<file path="src/rtl/mp_add_pkg.sv">
// Shared types and constants for the multi-precision serial adder.
package mp_add_pkg;

  localparam int WORD_W = 32;

  typedef enum logic {
    IDLE,
    RUN
  } state_t;

  function automatic int word_cnt_w(input int num_words);
    return (num_words > 1) ? $clog2(num_words) : 1;
  endfunction

endpackage

</file>
<file path="src/rtl/mp_word_adder.sv">
// Combinational 32-bit Brent-Kung adder: up-sweep builds power-of-two group
// generates, down-sweep fills in the remaining prefix carries.
module mp_word_adder
  import mp_add_pkg::*;
(
  input  logic [WORD_W-1:0] a,
  input  logic [WORD_W-1:0] b,
  input  logic              cin,
  output logic [WORD_W-1:0] sum,
  output logic              cout
);

  logic [WORD_W-1:0] gen;
  logic [WORD_W-1:0] prop;
  logic [WORD_W-1:0] grp_g;
  logic [WORD_W-1:0] grp_p;
  logic [WORD_W-1:0] carry;

  // Carry-in is folded into bit 0 so every group generate is a true prefix.
  always_comb begin
    gen   = a & b;
    prop  = a ^ b;
    grp_g = gen;
    grp_p = prop;
    grp_g[0] = gen[0] | (prop[0] & cin);
    for (int d = 1; d < WORD_W; d = d * 2) begin
      for (int i = 2 * d - 1; i < WORD_W; i = i + 2 * d) begin
        grp_g[i] = grp_g[i] | (grp_p[i] & grp_g[i-d]);
        grp_p[i] = grp_p[i] & grp_p[i-d];
      end
    end
    for (int d = WORD_W / 4; d >= 1; d = d / 2) begin
      for (int i = 3 * d - 1; i < WORD_W; i = i + 2 * d) begin
        grp_g[i] = grp_g[i] | (grp_p[i] & grp_g[i-d]);
      end
    end
    carry = {grp_g[WORD_W-2:0], cin};
    sum   = prop ^ carry;
    cout  = grp_g[WORD_W-1];
  end

endmodule

</file>
<file path="src/rtl/mp_serial_adder.sv">
// Multi-precision serial adder, one 32-bit slice per beat, LS word first.
// Define MPADD_SUB_EN to add the in_sub port for A-B operation.
module mp_serial_adder
  import mp_add_pkg::*;
#(
  parameter int NUM_WORDS = 4
) (
  input  logic              clk,
  input  logic              rst,
  input  logic              in_valid,
  output logic              in_ready,
  input  logic [WORD_W-1:0] in_a,
  input  logic [WORD_W-1:0] in_b,
  input  logic              in_cin,
`ifdef MPADD_SUB_EN
  input  logic              in_sub,
`endif
  output logic              out_valid,
  input  logic              out_ready,
  output logic [WORD_W-1:0] out_sum,
  output logic              out_last,
  output logic              out_carry,
  output logic              busy
);

  localparam int CNT_W = word_cnt_w(NUM_WORDS);
  localparam logic [CNT_W-1:0] LAST_CNT = CNT_W'(NUM_WORDS - 1);

  state_t            state_q, state_d;
  logic [CNT_W-1:0]  cnt_q, cnt_d;
  logic              carry_q, carry_d;
  logic              valid_q, valid_d;
  logic [WORD_W-1:0] sum_q, sum_d;
  logic              last_q, last_d;
  logic              cout_q, cout_d;

  logic              accept;
  logic              is_last;
  logic              sub_now;
  logic [WORD_W-1:0] add_b;
  logic              add_cin;
  logic [WORD_W-1:0] add_sum;
  logic              add_cout;

  assign in_ready = !valid_q | out_ready;
  assign accept   = in_valid & in_ready;
  assign is_last  = (cnt_q == LAST_CNT);

`ifdef MPADD_SUB_EN
  logic sub_q, sub_d;

  assign sub_now = (state_q == IDLE) ? in_sub : sub_q;

  always_comb begin
    sub_d = sub_q;
    if (accept && state_q == IDLE) sub_d = in_sub;
  end

  always_ff @(posedge clk or posedge rst) begin
    if (rst) sub_q <= 1'b0;
    else     sub_q <= sub_d;
  end
`else
  assign sub_now = 1'b0;
`endif

  // Subtraction is A + ~B + 1, so the forced word-0 carry replaces in_cin.
  assign add_b   = sub_now ? ~in_b : in_b;
  assign add_cin = (state_q == IDLE) ? (sub_now | in_cin) : carry_q;

  mp_word_adder u_word_adder (
    .a   (in_a),
    .b   (add_b),
    .cin (add_cin),
    .sum (add_sum),
    .cout(add_cout)
  );

  always_comb begin
    state_d = state_q;
    cnt_d   = cnt_q;
    carry_d = carry_q;
    valid_d = valid_q;
    sum_d   = sum_q;
    last_d  = last_q;
    cout_d  = cout_q;
    if (accept) begin
      valid_d = 1'b1;
      sum_d   = add_sum;
      last_d  = is_last;
      cout_d  = is_last & add_cout;
      carry_d = add_cout;
      cnt_d   = is_last ? '0 : cnt_q + 1'b1;
      state_d = is_last ? IDLE : RUN;
    end else if (out_ready) begin
      valid_d = 1'b0;
    end
  end

  always_ff @(posedge clk or posedge rst) begin
    if (rst) begin
      state_q <= IDLE;
      cnt_q   <= '0;
      carry_q <= 1'b0;
      valid_q <= 1'b0;
      sum_q   <= '0;
      last_q  <= 1'b0;
      cout_q  <= 1'b0;
    end else begin
      state_q <= state_d;
      cnt_q   <= cnt_d;
      carry_q <= carry_d;
      valid_q <= valid_d;
      sum_q   <= sum_d;
      last_q  <= last_d;
      cout_q  <= cout_d;
    end
  end

  assign out_valid = valid_q;
  assign out_sum   = sum_q;
  assign out_last  = last_q;
  assign out_carry = cout_q;
  assign busy      = (state_q == RUN);

endmodule

</file>
<file path="config.mk">
export PLATFORM = sky130hd
export DESIGN_NAME = mp_serial_adder
export DESIGN_NICKNAME = d
export VERILOG_FILES = /design/src/rtl/mp_add_pkg.sv /design/src/rtl/mp_word_adder.sv /design/src/rtl/mp_serial_adder.sv
export SDC_FILE = /design/constraint.sdc
export NUM_CORES = 1
export LEC_CHECK = 0
export ABC_AREA = 1
export CAP_MARGIN = 10
export CORE_UTILIZATION = 41
export CTS_CLUSTER_DIAMETER = 60
export DETAILED_ROUTE_END_ITERATION = 8
export PLACE_DENSITY = 0.82
export SLEW_MARGIN = 40
export SYNTH_ARGS = -nofsm -noshare
export SYNTH_HDL_FRONTEND = slang
export SYNTH_HIERARCHICAL = 1
export SYNTH_SLANG_ARGS = --single-unit
</file>
<file path="constraint.sdc">
create_clock -name clk -period 2.35 [get_ports clk]
set_input_delay 0.47 -clock clk [delete_from_list [all_inputs] [get_ports clk]]
set_output_delay 0.47 -clock clk [all_outputs]
set_load 0.02 [all_outputs]
</file>
**Word-level counts from Yosys, hierarchy flattened**

Cells that the tools add are included.

- $lt $le $gt $ge: 0
- Bitwise logic cells: 148
- Div/mod/pow operators: 0
- Shifts and indexed selects: 0
- Reduce and logical (&&, ||, !) cells: 2
- Equal/unequal tests: 1
- Add/subtract/negate cells: 1
- $mul: 0
- Mux-type cells: 5

Operator list:

| kind | count |
|---|---|
| bitwise AND 1 bit | 86 |
| bitwise XOR 32 bit | 2 |
| OR 1 bit | 59 |
| bitwise AND 32 bit | 1 |
| 2-to-1 mux 1 bit | 4 |
| adder 2 x 1 -> 2 bit (second input constant) | 1 |
| equality test 2 bit (second input constant) | 1 |
| 2-to-1 mux 2 bit | 1 |
| nonzero test 2 bit | 1 |
| logical NOT 1 bit | 1 |

- Bits in writable memories: 0
- Memories: 0
- Bits in latches: 0
- Output and inout bits: 37
- Register bits after elaboration: 39
- Word-level logic and storage cells: 164
- Bits in read-only memories: 0

**Logic depth before layout (Yosys ltp)**

Gate-level depths: netlist of the first run.

- Depth in word-level cells: 20
- Depth in mapped cells: 22
- Gate-level depth less buffers: 22

**Cells and area by module**

Netlist of the first run, hierarchy kept.

Modules (own cells, without submodules):

| module | instances | cells each | area an instance (um^2) | seq. area each (um^2) |
|---|---|---|---|---|
| mp_serial_adder | 1 | 178 | 1,595.3 | 975.9 |
| mp_word_adder | 1 | 175 | 1,367.6 | 0.0 |

**Least setup slack after synthesis of the first run**

OpenSTA, ideal clock, no wires.

- Kind: register to register
- Start: register state_q, in the netlist busy
- End: register sum_q[31], in the netlist out_sum[31]
- Required time: 2.233 ns
- Setup time: 0.117 ns
- Arrival: 2.615 ns
- Setup slack: -0.382 ns
- Period minus slack after synthesis: 2.732 ns
- Path buffers: 0
- Cell stages (with the launch flop): 23
- Path through: dfrtp_1 nand2_1 o21ai_0 inv_1 fa_1 inv_1 fa_1 nand2_1 nand2_1 nand3_1 nand2_2 nand2_1 nand2_2 nand2_2 nand2_4 nand2_2 nand2_2 nand2_1 nand2_1 fa_1 xor2_1 nand3_1 nand2_1

- Word-level cells in the longest chain between the ends: 20

Ends and longest elaborated chain:

| item | line | RTL |
|---|---|---|
| start: declaration | mp_serial_adder.sv:29 | `state_t state_q, state_d;` |
| start signal: assignment | mp_serial_adder.sv:110 | `state_q <= state_d;` |
| 2-to-1 mux 1 bit | mp_serial_adder.sv:69 | `assign add_cin = (state_q == IDLE) ? (sub_now \| in_cin) : carry_q;` |
| via add_cin | mp_serial_adder.sv:41 | `logic add_cin;` |
| bitwise AND 1 bit | mp_word_adder.sv:25 | `grp_g[0] = gen[0] \| (prop[0] & cin);` |
| OR 1 bit | mp_word_adder.sv:25 |  |
| bitwise AND 1 bit | mp_word_adder.sv:28 | `grp_g[i] = grp_g[i] \| (grp_p[i] & grp_g[i-d]);` |
| OR 1 bit | mp_word_adder.sv:28 |  |
| bitwise AND 1 bit | mp_word_adder.sv:28 |  |
| OR 1 bit | mp_word_adder.sv:28 |  |
| (+6 left out) | - |  |
| bitwise AND 1 bit | mp_word_adder.sv:34 | `grp_g[i] = grp_g[i] \| (grp_p[i] & grp_g[i-d]);` |
| OR 1 bit | mp_word_adder.sv:34 |  |
| bitwise AND 1 bit | mp_word_adder.sv:34 |  |
| OR 1 bit | mp_word_adder.sv:34 |  |
| bitwise AND 1 bit | mp_word_adder.sv:34 |  |
| OR 1 bit | mp_word_adder.sv:34 |  |
| bitwise XOR 32 bit | mp_word_adder.sv:38 | `sum = prop ^ carry;` |
| via add_sum[31] | mp_serial_adder.sv:42 | `logic [WORD_W-1:0] add_sum;` |
| end signal: assignment | mp_serial_adder.sv:114 | `sum_q <= sum_d;` |
| end: declaration | mp_serial_adder.sv:33 | `logic [WORD_W-1:0] sum_q, sum_d;` |

The timed path passes the listed nets, and every way through them passes these cells.
A chain may end at the register's enable or synchronous reset.

**Worst setup path in the final report of the first run**

- Start: register state_q, in the netlist busy
- End: register sum_q[30], in the netlist out_sum[30]

- Word-level cells in the longest chain between the ends: 18

Ends and longest elaborated chain:

| item | line |
|---|---|
| 2-to-1 mux 1 bit | mp_serial_adder.sv:69 |
| via add_cin | mp_serial_adder.sv:41 |
| bitwise AND 1 bit | mp_word_adder.sv:25 |
| OR 1 bit | mp_word_adder.sv:25 |
| bitwise AND 1 bit | mp_word_adder.sv:28 |
| OR 1 bit | mp_word_adder.sv:28 |
| bitwise AND 1 bit | mp_word_adder.sv:28 |
| OR 1 bit | mp_word_adder.sv:28 |
| (+4 left out) | - |
| bitwise AND 1 bit | mp_word_adder.sv:34 |
| OR 1 bit | mp_word_adder.sv:34 |
| bitwise AND 1 bit | mp_word_adder.sv:34 |
| OR 1 bit | mp_word_adder.sv:34 |
| bitwise AND 1 bit | mp_word_adder.sv:34 |
| OR 1 bit | mp_word_adder.sv:34 |
| bitwise XOR 32 bit | mp_word_adder.sv:38 |
| via add_sum[30] | mp_serial_adder.sv:42 |

The timed path passes the listed nets, and every way through them passes these cells.

==> run metrics, run 1 <==
Synth Instances 353; layout cells sized above 1 0.2312; Netlist cell types 26; Final Wtd Congestion 0.8451; most frequent CP cell nand2_2; Sink Count 39; failing checks setup timing; final antenna-violating net count 0; Synth Flop Type dfrtp_1; syn avg cell area 8.393 µm²; Tot Pwr 2.989 mW; fraction of registers with async set/reset 1.000; critical path peak fanout 4; Fin. Hold Viols 0; VDD IR max 0.3533 mV; clock buffer depth 2; arrival time worst endpoint 3010 ps; Max Clk Rate 0.3598 GHz; EDFF count, synth 0; Yosys top cell by area dfrtp_1; CP Cell Sequence nand2_2 -> o21ai_2 -> inv_2 -> fa_2 -> inv_2 -> fa_2 -> nand2_2 -> nand2_2 -> nand3_2 -> nand2_2 -> nand2_2 -> nand2_2 -> nand2_2 -> nand2_4 -> nand2_2 -> nand2_2 -> nand2_2 -> nand2_2 -> fa_2 -> nand3_1 -> nand2_1; vias per cell 4.812; slowest CP cell fa_2; DRC Markers 0; Final Util 0.6873; Die Y-Extent 87.01 µm; crit end category flop; FF/Latch Area 977.2 µm²; total gr overflow 0; initial core utilization 0.4313; synthesis-stage register bit count 39; Synth top cells by count 110 x nand2_1, 45 x nand3_1, 40 x inv_1, 39 x dfrtp_1, 31 x ha_1; Tightest Pin Transition 507.1 ps; RSZ-0062 raised after global routing true; IO Pins 106; WP data required 2580 ps; Root Driver clkbuf_8; Area contributors post-synth dfrtp_1 33%, nand2_1 14%, ha_1 13%; Finished Cell Area 4721 µm²; ANT cells 0; pre-CTS setup slack -1023 ps; drt initial violations 82; Die X 87.01 µm; # setup viols final 29; Non-Filler Instances 602; Layout area overhead 59.33%; Routed WL 7653 µm; worst-skew pair later-pin latency 290 ps; CTS tree yes; Multi-input gate area 1878 µm²; Final TNS setup -8201 ps; Leakage 2.364 nW; die area 7571 µm²; minimum clock period 2779 ps; Mapped Nets 470; # placed instances 589; Clock Skews 2.568 ps; count leader, synth nand2_1; H-tree depth 2; Worst Setup Path Type flop to flop; clk slew on worst S/H paths 80 ps; CTS buffer count 5; max-cap check violation count 0; status finished with violations; hold slack final 476.6 ps; HP Class flop to flop; hpwl dp 5773 µm; largest net degree at the start of global routing 41; Cell Area, Synth 2963 µm²; fillcell total 537; Pre-antenna DRT Iters 4; Slew HR 0.6619; vias in the first global route 2932; vias post-DR 2897; fin crit share 1.183; PD cells 633.2 nW/µm²; # nets final 622; Slowest Stage Delay on Critical Path 540 ps; dpl cell area 4448 µm²; WL/cell 12.71 µm; initial antenna violation count 0; Core ar. 6869 µm²; CP Launch Type flop; first-pass GRT wire length 12540 µm; final max-slew violation count 0; IO buf count 105; Ys Warns 6; Top delay family on crit path adder cells; Synth top area share 0.3294; register area share after synthesis 0.3294; crit path buf inv count 2; count of standard-cell rows 30; final worst-path setup slack -429.0 ps; GRT Overall Usage 0.2109
[sequential cells by signal (all words and copies together), names as in the netlist]
| register | count |
|---|---|
| out_valid | 1 |
| busy | 1 |
| out_last | 1 |
| carry_q | 1 |
| out_sum | 32 |
| cnt_q | 2 |
| out_carry | 1 |
[layer usage]
layer	global-route usage	up-vias	wire length [µm]	share of wire
met3	0.03128	8	353	0.046
li1	-	1419	-	-
met4	0.04545	0	75	0.0098
met2	0.4166	92	4140	0.54
met1	0.2359	1378	3084	0.40
met5	0	-	0	0
[final cells by class]
class	count	area share
Clock inverter	2	0.01272
Inverter	40	0.03393
Sequential cell	39	0.2070
Tap cell	96	0.02544
Multi-Input combinational cell	262	0.3978
Clock buffer	6	0.01537
Timing Repair Buffer	157	0.3077
[kinds of logic after synthesis]
group,count (synthesis),share of synthesized area
flip-flops,39,0.3294
AND/OR/NAND/NOR,181,0.2644
XOR/XNOR,15,0.04434
buffers and inverters,52,0.07770
AO/OA/AOI/OAI,18,0.03843
adder cells (fa/ha/maj),48,0.2458
[final timing paths]
check	slack [ps]	endpoint	cells past startpoint	startpoint
worst min-delay path	480	out_sum[12]	2	out_sum[12]
max in group asynchronous	1370	busy	3	rst
worst min register to register	480	out_sum[12]	2	out_sum[12]
worst max-delay path	-430	out_sum[30]	21	busy
worst max register to register	-430	out_sum[30]	21	busy
min in group asynchronous	610	out_sum[2]	3	rst
[power breakdown]
part	internal (mW)	switching (mW)	leakage [nW]
clock network	0.425	0.241	0.0654
logic	0.705	0.679	1.82
registers	0.835	0.105	0.479
[layout by cell type (no fill, tap or decap), drive strengths merged, types with 10 or more instances in the layout]
cell type        n
dfrtp           39
clkdlybuf4s50  102
nand3           45
nand2          120
fa              17
xor2            10
nor2            13
inv             39
ha              31
buf             53
[worst reg2reg max path, cell delays in order (launching register included)]
cell and delay [ps]:
dfrtp_2 440, nand2_2 80, o21ai_2 50, inv_2 60, fa_2 200, inv_2 40, fa_2 350, nand2_2 80
nand2_2 60, nand3_2 80, nand2_2 80, nand2_2 70, nand2_2 60, nand2_2 100, nand2_4 60, nand2_2 60
nand2_2 50, nand2_2 70, nand2_2 60, fa_2 540, nand3_1 80, nand2_1 80
[repair_timing]
item	4_1_cts	5_1_grt
pin swaps	36	21
hold buffers	0	0
buffers inserted	5	1
gates resized for setup	31	12
endpoints found under the setup margin	31	30
hold endpoints to repair	0	0
Power figures use the tool's default switching activity.
==> run 2: changes to the inputs <==
Settings changed: PLACE_DENSITY 0.82 to default, PLACE_DENSITY_LB_ADDON from default to 0.2, SETUP_SLACK_MARGIN from default to 0.1.
==> run metrics, run 2 (synthesized netlist as in run 1, its figures left out) <==
Tightest Pin Transition 404.7 ps; initial antenna violation count 0; failing checks setup timing; final max-slew violation count 0; Worst R2R End out_sum[30]; Finished Cell Area 4753 µm²; Routed WL 7324 µm; Die Y-Extent 87.01 µm; combinational fraction of design power 0.479; sequential power share 0.322; critical path peak fanout 3; ANT cells 0; fin crit share 1.157; most frequent cells in the layout 102 x nand2_1, 102 x clkdlybuf4s50_1, 48 x buf_4, 41 x nand3_1, 38 x dfrtp_1; vias in the first global route 2798; GRT Overall Usage 0.2094; Sink Count 39; vias per cell 4.643; crit end category flop; Leakage 2.402 nW; hpwl dp 5760 µm; CTS tree yes; dpl cell area 4453 µm²; Die X 87.01 µm; DRC Markers 0; Reg2Reg Depth 21; HP Class input port to async pin; initial core utilization 0.4313; Switch Pwr 1.024 mW; Worst Setup Path Type flop to flop; pre-CTS setup slack -1044 ps; vias post-DR 2795; max-cap check violation count 0; worst flop-to-flop path startpoint busy; Clock Skews 6.183 ps; final worst-path setup slack -369.3 ps; final antenna-violating net count 0; Max Clk Rate 0.3677 GHz; CP Launch Type flop; flop2flop setup slack -370 ps; Fin. Hold Viols 0; VDD IR max 0.2688 mV; total gr overflow 0; WL/cell 12.17 µm; first-pass GRT wire length 12460 µm; clock share of power 0.200; Slew HR 0.7302; IO buf count 105; # setup viols final 27; worst-skew pair later-pin latency 290 ps; Final Wtd Congestion 0.7952; arrival time worst endpoint 2950 ps; CTS buffer count 5; RSZ-0062 raised after global routing true; Pre-antenna DRT Iters 5; Internal 1.891 mW; largest net degree at the start of global routing 40; Core ar. 6869 µm²; IO Pins 106; Final Util 0.6920; minimum clock period 2719 ps; clk slew on worst S/H paths 80 ps; Root Driver clkbuf_8; CTS hold repair buffers 0; Switching Share 0.3512; count of standard-cell rows 30; number of flip-flops under the largest register name 32; Non-Filler Instances 602; Layout area overhead 60.43%; # nets final 622; H-tree depth 2; WP data required 2580 ps; drt initial violations 45; status finished with violations; # placed instances 589; layout cells sized above 1 0.2391; PD cells 613.3 nW/µm²; clock buffer depth 2; die area 7571 µm²
[run 2: cell types whose count changed in the layout (fill, tap and decap cells not counted), moves of 2 or more]
cell / before / now
xnor2_2: 2 / 4
nand2_4: 1 / 7
nand2_2: 16 / 11
xnor2_1: 3 / 1
[run 2: final cells by class]
cell class / count / area (µm²)
clock buffer: 6 / 82.58
inverter: 40 / 160.2
sequential: 39 / 977.2
clock inverter: 2 / 35.03
tap: 96 / 120.1
fill: 573 / 2116
timing repair buffer: 157 / 1449
multi-input combinational: 262 / 1929
[run 2: metrics by stage]
stage,TNS [ps],hold WS [ps],power [mW]
finish,-6149,423.6,2.915
global route,-10390,445.6,3.120
CTS,-6890,424.8,2.904
detailed placement,-25730,457.2,2.260
global placement,-23970,453.4,2.220
floorplan,-2669,441.7,1.618
[run 2: worst max-delay path by stage]
stage | startpoint | to | slack [ps]
2_1_floorplan | busy | out_sum[30] | -270
4_1_cts | busy | out_sum[31] | -390
5_1_grt | busy | out_sum[31] | -540
3_5_place_dp | in_cin | out_sum[30] | -1040
3_3_place_gp | in_cin | out_sum[30] | -970
6_report | busy | out_sum[30] | -370
[run 2: critical path: stages, from the launching register on]
cell and delay [ps]:
dfrtp_2 430, nand2_2 70, o21ai_1 50, inv_1 70, fa_2 190, inv_2 40
fa_2 340, nand2_2 70, nand2_2 60, nand3_2 90, nand2_4 70, nand2_4 70
nand2_4 60, nand2_4 70, nand2_4 60, nand2_4 70, nand2_4 60, nand2_2 80
nand2_2 50, fa_2 520, nand3_1 80, nand2_1 80
[run 2: power by group through the flow]
stage          logic [mW]  registers (mW)  clock network (mW)
2_1_floorplan       0.504            1.11                   0
3_3_place_gp         1.28           0.942                   0
3_5_place_dp         1.31           0.948                   0
4_1_cts              1.37           0.937               0.594
5_1_grt              1.54           0.957               0.625
6_report             1.40           0.937               0.582
[run 2: repair_timing]
action	CTS	global route
gates cloned	0	0
resized for setup	27	22
setup buffers	6	1
pin swaps	38	18
endpoints found under the setup margin	32	30
endpoints found under the hold margin	0	0
[run 2: metal layers]
metal,GRT usage,vias up,wire (µm)
met5,0,-,0
li1,-,1423,-
met4,0.06061,0,83
met2,0.3765,64,3875
met1,0.2602,1302,3116
met3,0.02938,6,248
